===== src/rtl/ulx3s_pll_supervisor.sv =====
// ulx3s_pll_supervisor: ECP5 EHXPLLL lock supervisor and
// dynamic phase-step sequencer on the 25 MHz reference clock.

module ulx3s_pll_supervisor #(
   parameter int unsigned RST_CYCLES   = 16,
   parameter int unsigned LOCK_TIMEOUT = 65535,
   parameter int unsigned LOCK_STABLE  = 1024,
   parameter int unsigned PULSE_W      = 4,
   parameter int unsigned GAP          = 8
) (
   input  logic       clkin,
   input  logic       rst_n,
   input  logic       pll_locked,
   output logic       pll_rst,
   output logic       sys_rst_n,
   output logic [1:0] phasesel,
   output logic       phasedir,
   output logic       phasestep,
   output logic       phaseloadreg,
   input  logic       step_valid,
   output logic       step_ready,
   input  logic [1:0] step_sel,
   input  logic       step_dir,
   input  logic [3:0] step_n,
   output logic       step_done,
   output logic       step_err,
   output logic [7:0] retries,
   output logic       locked_ok
);

   typedef enum logic [2:0] {
      S_RESET_PLL,
      S_WAIT_LOCK,
      S_STABLE,
      S_RUN,
      S_STEP_SETUP,
      S_STEP_PULSE,
      S_STEP_GAP,
      S_STEP_LOAD
   } state_t;

   localparam logic [19:0] C_RST = 20'(RST_CYCLES - 1);
   localparam logic [19:0] C_TMO = 20'(LOCK_TIMEOUT - 1);
   localparam logic [19:0] C_STB = 20'(LOCK_STABLE - 1);
   localparam logic [19:0] C_PW  = 20'(PULSE_W - 1);
   localparam logic [19:0] C_GAP = 20'(GAP - 1);
   localparam logic [19:0] C_LD  = 20'(PULSE_W + GAP - 1);
   localparam logic [19:0] C_PWN = 20'(PULSE_W);

   state_t      r_state, w_state_nx;
   logic [19:0] r_cnt, w_cnt_nx;
   logic        r_sync1, r_sync2;
   logic        w_lock;
   logic [3:0]  r_rem, w_rem_nx;
   logic [1:0]  r_sel, w_sel_nx;
   logic        r_dir, w_dir_nx;
   logic [7:0]  r_retries, w_retries_nx;
   logic        w_done_nx, w_err_nx;
   logic        w_up, w_up_nx;
   logic        r_pll_rst, r_sys_rst_n, r_phasestep, r_phaseload;
   logic        r_ready, r_done, r_err, r_locked_ok;

   assign w_lock  = r_sync2;
   assign w_up    = (r_state inside {S_RUN, S_STEP_SETUP,
                     S_STEP_PULSE, S_STEP_GAP, S_STEP_LOAD});
   assign w_up_nx = (w_state_nx inside {S_RUN, S_STEP_SETUP,
                     S_STEP_PULSE, S_STEP_GAP, S_STEP_LOAD});

   // two-flop synchroniser for the asynchronous LOCK input
   always_ff @(posedge clkin or negedge rst_n) begin
      if (!rst_n) begin
         r_sync1 <= 1'b0;
         r_sync2 <= 1'b0;
      end else begin
         r_sync1 <= pll_locked;
         r_sync2 <= r_sync1;
      end
   end

   // state, counter and latched request registers
   always_ff @(posedge clkin or negedge rst_n) begin
      if (!rst_n) begin
         r_state   <= S_RESET_PLL;
         r_cnt     <= '0;
         r_rem     <= '0;
         r_sel     <= 2'd0;
         r_dir     <= 1'b1;
         r_retries <= '0;
      end else begin
         r_state   <= w_state_nx;
         r_cnt     <= w_cnt_nx;
         r_rem     <= w_rem_nx;
         r_sel     <= w_sel_nx;
         r_dir     <= w_dir_nx;
         r_retries <= w_retries_nx;
      end
   end

   // next-state logic; lock loss while up overrides everything
   always_comb begin
      w_state_nx   = r_state;
      w_cnt_nx     = r_cnt + 20'd1;
      w_rem_nx     = r_rem;
      w_sel_nx     = r_sel;
      w_dir_nx     = r_dir;
      w_retries_nx = r_retries;
      w_done_nx    = 1'b0;
      w_err_nx     = 1'b0;
      unique case (r_state)
         S_RESET_PLL: begin
            if (r_cnt == C_RST) begin
               w_state_nx = S_WAIT_LOCK;
               w_cnt_nx   = '0;
            end
         end
         S_WAIT_LOCK: begin
            if (w_lock) begin
               w_state_nx = S_STABLE;
               w_cnt_nx   = '0;
            end else if (r_cnt == C_TMO) begin
               w_state_nx = S_RESET_PLL;
               w_cnt_nx   = '0;
               if (r_retries != 8'hFF)
                  w_retries_nx = r_retries + 8'd1;
            end
         end
         S_STABLE: begin
            if (!w_lock) begin
               w_state_nx = S_WAIT_LOCK;
               w_cnt_nx   = '0;
            end else if (r_cnt == C_STB) begin
               w_state_nx = S_RUN;
               w_cnt_nx   = '0;
            end
         end
         S_RUN: begin
            w_cnt_nx = '0;
            if (step_valid && r_ready) begin
               w_sel_nx = step_sel;
               w_dir_nx = step_dir;
               if (step_n == 4'd0) begin
                  w_done_nx = 1'b1;
               end else begin
                  w_state_nx = S_STEP_SETUP;
                  w_rem_nx   = step_n;
               end
            end
         end
         S_STEP_SETUP: begin
            if (r_cnt == 20'd1) begin
               w_state_nx = S_STEP_PULSE;
               w_cnt_nx   = '0;
            end
         end
         S_STEP_PULSE: begin
            if (r_cnt == C_PW) begin
               w_state_nx = S_STEP_GAP;
               w_cnt_nx   = '0;
            end
         end
         S_STEP_GAP: begin
            if (r_cnt == C_GAP) begin
               w_cnt_nx   = '0;
               w_rem_nx   = r_rem - 4'd1;
               w_state_nx = (r_rem == 4'd1) ? S_STEP_LOAD
                                             : S_STEP_PULSE;
            end
         end
         S_STEP_LOAD: begin
            if (r_cnt == C_LD) begin
               w_state_nx = S_RUN;
               w_cnt_nx   = '0;
               w_done_nx  = 1'b1;
            end
         end
         default: begin
            w_state_nx = S_RESET_PLL;
            w_cnt_nx   = '0;
         end
      endcase
      if (w_up && !w_lock) begin
         w_state_nx = S_RESET_PLL;
         w_cnt_nx   = '0;
         w_rem_nx   = r_rem;
         w_sel_nx   = r_sel;
         w_dir_nx   = r_dir;
         w_done_nx  = (r_state != S_RUN);
         w_err_nx   = (r_state != S_RUN);
      end
   end

   // registered outputs derived from the upcoming state
   always_ff @(posedge clkin or negedge rst_n) begin
      if (!rst_n) begin
         r_pll_rst   <= 1'b1;
         r_sys_rst_n <= 1'b0;
         r_phasestep <= 1'b1;
         r_phaseload <= 1'b1;
         r_ready     <= 1'b0;
         r_done      <= 1'b0;
         r_err       <= 1'b0;
         r_locked_ok <= 1'b0;
      end else begin
         r_pll_rst   <= (w_state_nx == S_RESET_PLL);
         r_sys_rst_n <= w_up_nx;
         r_phasestep <= (w_state_nx != S_STEP_PULSE);
         r_phaseload <= !((w_state_nx == S_STEP_LOAD)
                          && (w_cnt_nx < C_PWN));
         r_ready     <= (w_state_nx == S_RUN);
         r_done      <= w_done_nx;
         r_err       <= w_err_nx;
         r_locked_ok <= w_up_nx;
      end
   end

   assign pll_rst      = r_pll_rst;
   assign sys_rst_n    = r_sys_rst_n;
   assign phasesel     = r_sel;
   assign phasedir     = r_dir;
   assign phasestep    = r_phasestep;
   assign phaseloadreg = r_phaseload;
   assign step_ready   = r_ready;
   assign step_done    = r_done;
   assign step_err     = r_err;
   assign retries      = r_retries;
   assign locked_ok    = r_locked_ok;

endmodule

===== config.mk =====
export PLATFORM = sky130hd
export DESIGN_NAME = ulx3s_pll_supervisor
export DESIGN_NICKNAME = d
export VERILOG_FILES = /design/src/rtl/ulx3s_pll_supervisor.sv
export SDC_FILE = /design/constraint.sdc
export NUM_CORES = 1
export LEC_CHECK = 0
export ABC_AREA = 1
export ABC_CLOCK_PERIOD_IN_PS = 2520
export CORE_MARGIN = 2
export CORE_UTILIZATION = 59
export CTS_BUF_LIST = sky130_fd_sc_hd__clkbuf_8
export CTS_CLUSTER_DIAMETER = 50
export CTS_CLUSTER_SIZE = 12
export DETAILED_ROUTE_END_ITERATION = 8
export PLACE_DENSITY = 0.86
export SLEW_MARGIN = 20
export SYNTH_ARGS = -nofsm -noshare
export SYNTH_HDL_FRONTEND = slang
export SYNTH_SLANG_ARGS = --single-unit

===== constraint.sdc =====
create_clock -name clkin -period 2.52 [get_ports clkin]
set_input_delay 0.504 -clock clkin [delete_from_list [all_inputs] [get_ports clkin]]
set_output_delay 0.504 -clock clkin [all_outputs]
set_load 0.01 [all_outputs]

* Yosys cells after proc, flatten, opt, wreduce, memory -nomap -nowiden *
Index checks and enable logic that the tools add are counted.

word-level totals
  input port bits = 11
  output and inout bits = 19
  logic and storage cells = 96
  register bits = 47

cells by class
  bitwise gates (word level) = 2
  order comparisons = 1
  $add $sub $neg = 3
  multiplexer cells = 35
  equal/unequal tests = 26
  reductions and logical operators = 14

operator list
  operator               number
  $mux 20                10
  $pmux 20 s8            1
  $eq 20x4->1 const B    2
  $mux 3                 12
  $eq 3x3->1 const B     8
  $pmux 3 s8             1
  $add 20x1->20 const B  1
  $eq 20x1->1 const B    1
  $eq 20x10->1 const B   1
  $eq 20x16->1 const B   1
  $eq 20x2->1 const B    1
  $eq 20x3->1 const B    1
  $lt 20x3->1 const B    1
  $mux 4                 3
  $reduce_bool 5->1      2
  $eq 3x2->1 const B     3
  $add 8x1->8 const B    1
  $ne 8x8->1 const B     1
  $pmux 4 s2             1
  $logic_not 3->1        2
  $mux 1                 5
  $reduce_and 5->1       1
  $eq 4x1->1 const B     1
  $logic_not 4->1        1
  14 further kinds       19

* Logic depth before layout (Yosys ltp) *
  depth in word-level cells = 8
  depth in mapped cells = 14
  gate-level depth less buffers = 14

* Worst setup path before layout *
Ideal clock, no wire load.

  kind = flip-flop to flip-flop
  from = reg r_cnt[0]
  to = reg r_cnt[4]
  arrival = 1.712 ns
  path slack = 0.682 ns
  cell stages (with the launch flop) = 13
  clock period less this slack = 1.838 ns
  data required time = 2.393 ns
  buffers on the path = 2
  cells stage by stage = dfrtp_1 -> ha_1 -> nand3_1 -> nor2_1 -> nand3_1 -> nand2_1 -> nand2_2 -> nor2_2 -> nand2_4 -> nand2_4 -> buf_8 -> buf_12 -> nor2_4

on the way
  longest elaborated chain between the ends = 5
  elaborated cells on any way between the ends = 19
  classes of those cells = add/sub (1); eq/ne (7); mux (11)

ends and longest elaborated chain
  what                                   line      source
  from (decl)                            51        logic [19:0] r_cnt, w_cnt_nx;
  from (signal assigned)                 91        r_cnt <= w_cnt_nx;
  $add 20x1->20 (tied with other cells)  102       w_cnt_nx = r_cnt + 20'd1;
  $mux 20, on equally long branches      131, 120
  $mux 20, on equally long branches      128, 117
  $pmux 20 s8 (*)                        109       unique case (r_state)
  $mux 20 (*)                            181       if (w_up && !w_lock) begin
  net w_cnt_nx[4]                        51

The timed path passes the listed nets; every way through them passes the cells marked *.
A chain may end at the register's enable or synchronous reset.

* Worst setup path after layout *
  from = reg r_cnt[0]
  to = reg r_cnt[5]

The elaborated chain is that of the path after synthesis.

==> results by group <==
Clocking
  – PostCTS Resize Cnt: 0
  – CTS Hold Bufs: 0
  – Clock latency at the later pin of the worst-skew pair: 300 ps
  – Sink Count: 47
  – H-Tree Depth: 2
  – Clock transition at path regs: 100 ps
  – Cts bufs inserted: 5
  – Clock root cell: clkbuf_8
  – Postcts setup bufs: 0
  – CTS tree: built
  – Maximum root-to-sink buffer count: 2

Timing
  – Final Skew: 9.713 ps
  – Worst Tran Pin Value: 528.0 ps
  – Final Max Tran Viols: 0
  – Hold Slack: 147.5 ps
  – Max Clk Rate: 451.7 MHz
  – Setup TNS: 0 ps
  – Min Clock Period, post-route: 2214 ps
  – Setup violators final: 0
  – Max_slew headroom: 64.43%
  – Final Hold Fails: 0
  – Final Cycle Share: 87.86%
  – Unrepaired setup endpoints after global routing: false

Die
  – I/O Pins: 30
  – Die W: 76.10 um
  – Die area: 5790 um^2
  – Die height: 76.10 um
  – Initial Util: 60.43%
  – Area of the core: 5075 um^2
  – Row count: 26

Yosys
  – Synthesized Nets: 404
  – Mapped Area: 3067 um^2
  – Seq/Total Area, Yosys: 38.51%
  – Post-synthesis average cell area: 7.945 um^2
  – Synthesized flop and latch total: 47
  – Synth Warn #: 0
  – Netlist cell types: 39
  – Cells after Synth: 386

GRT
  – Largest net degree at the start of global routing: 29
  – First-pass GRT wire length: 12.41 mm
  – Initial antenna violation count: 0
  – GRT Util Overall: 26.02%
  – Vias in the first global route: 2771
  – Grt total ovfl: 0

Route
  – Via/cell ratio: 5.449
  – Pre-antenna DRT Iters: 7
  – DR WL/cell: 13.80 um
  – First DRT Iteration DRCs: 134
  – Via Count: 2670
  – Post-route ant nets: 0
  – Drt drc: 0
  – Wirelength, routed: 6.764 mm

Critical path
  – CP cell instances: ha_1, nand3_1, nor2_1, nand3_1, nand2_1, nand2_2, nor2_2, nand2_4, nand2_4, buf_12, nor3_1
  – Worst reg-to-reg path cell count: 11
  – Crit-path max FO: 19
  – Required time worst endpoint: 2690 ps
  – CP Launch Type: flop
  – CP Capture Type: flop
  – Top delay family on crit path: simple AND/OR/NAND/NOR gates
  – Crit-path slowest cell: dfrtp_1
  – CP bufs+invs: 1
  – CP max stage delay: 520 ps
  – Critical Path AT: 2380 ps
  – Critical Path Stages: 11
  – Setup CP Type: flop to flop

Finish
  – Multi-input logic area: 1630 um^2
  – Non-filler instance count after layout: 490
  – Ant diodes: 0
  – Fillers: 418
  – Nets: 437
  – Area Overhead vs Synth: 14.93%
  – Layout cells sized above 1: 16.43%
  – FF/Latch Area: 1181 um^2
  – Fin util: 69.45%

Power and ir drop
  – Leakage power: 1.679 nW
  – PwrDens: 708.9 nW/um^2
  – Total power: 2.499 mW
  – Max VDD drop: 0.0004652 V

Placed design
  – IO buf count: 29
  – GP Congestion: 0.9404
  – DP HPWL: 5.157 mm
  – Dpl cells: 482

Outcome
  – Outcome: finished clean

Worst hold path
  – Worst min path class: input pin to async pin

Run
  – Max-Cap Viols: 0
-- worst paths after layout --
path / end / slack (ps) / from
max: r_cnt[5]$_DFF_PN0_ / 310 / r_cnt[0]$_DFF_PN0_
min: r_rem[1]$_DFFE_PN0P_ / 150 / rst_n
max reg2reg: r_cnt[5]$_DFF_PN0_ / 310 / r_cnt[0]$_DFF_PN0_
min reg2reg: r_sync2$_DFF_PN0_ / 370 / r_sync1$_DFF_PN0_
max in group asynchronous: phasestep$_DFF_PN1_ / 1590 / rst_n
min in group clkin: r_sync2$_DFF_PN0_ / 370 / r_sync1$_DFF_PN0_
-- routing by layer --
metal	routed length [um]	vias up	GRT usage [%]	share of wire [%]
met1	2731	1241	31.69	40
met5	0	-	0	0
met3	455	19	4.384	6.7
met2	3397	112	45.98	50
met4	180	0	10.55	2.7
li1	-	1298	-	-
-- where the power goes --
part | leakage, nW | total, mW | internal [mW] | switching, mW
clock | 0.0587 | 0.564 | 0.301 | 0.263
sequential | 0.622 | 0.976 | 0.867 | 0.110
combinational | 0.999 | 0.958 | 0.361 | 0.597
-- synth_stat cells (all sizes together) --
cell,number,area (um^2)
mux2,5,56.30
nor3b,1,7.510
clkinv,1,5.000
o211ai,7,52.55
o22ai,2,12.51
buf,5,58.80
a31oi,1,6.260
dfrtp,43,1076
nand4,9,56.30
xor2,15,131.4
inv,51,191.4
o21bai,1,7.510
nor3,13,76.33
dfstp,4,105.1
ha,7,87.58
or2,2,15.02
xnor2,4,35.03
a21oi,6,30.03
nand3b,1,7.510
nand2,79,341.6
o21ai,9,48.79
o31ai,1,7.510
nand3,32,170.2
nor2,86,473.0
a21o,1,7.510
-- cells in the final DEF, fill, tap and decap left out, types with 3 or more instances in the layout --
master           Yosys  layout
nor2_2               6       6
nand2_4              3       3
inv_2                6       6
clkdlybuf4s50_1      0      28
xor2_1              15      15
nand4_1              9       9
dfrtp_1             43      43
nor2_4              18      18
nand2_2              9       9
o211ai_1             7       7
clkbuf_8             0       5
nand3_1             30      30
mux2_2               5       5
o21ai_0              7       7
xnor2_1              4       4
nor3_1              12      12
inv_1               45      45
a21oi_1              6       6
dfstp_2              4       4
ha_1                 7       7
nand2_1             67      67
nor2_1              62      62
-- logic make-up after synthesis --
kind of cell / share of synthesized area, %
and+or+nand+nor: 37.41
DFF: 38.51
AOI/OAI and AO/OA: 5.630
buffers and inverters: 8.323
adders and majority gates: 2.856
xor gates and xnor gates: 5.426
muxes: 1.836
-- state kept, by name, indices dropped and copies added (netlist names) --
signal        cells
r_rem             4
phasesel          2
step_err          1
r_state           3
phasedir          1
r_cnt            20
step_done         1
pll_rst           1
phasestep         1
r_sync2           1
locked_ok         1
step_ready        1
phaseloadreg      1
retries           8
r_sync1           1
-- layout make-up --
class | count | share of cell area (%)
multi-input cells | 282 | 46.25
flip-flops and latches | 47 | 33.51
repair buffers | 31 | 8.875
inverters | 52 | 5.573
well taps | 70 | 2.485
clock buffers | 5 | 1.952
clock inverters | 3 | 1.349
-- through the flow --
stage                     cell area, um^2  setup WS (ps)
after CTS                            3525          323.2
after global placement               3408          424.5
after detailed placement             3408          362.4
after global routing                 3525          181.1
final                                3525          306.0
after floorplan                      3067          681.5
Note: power is estimated with default switching activity, not from simulation.
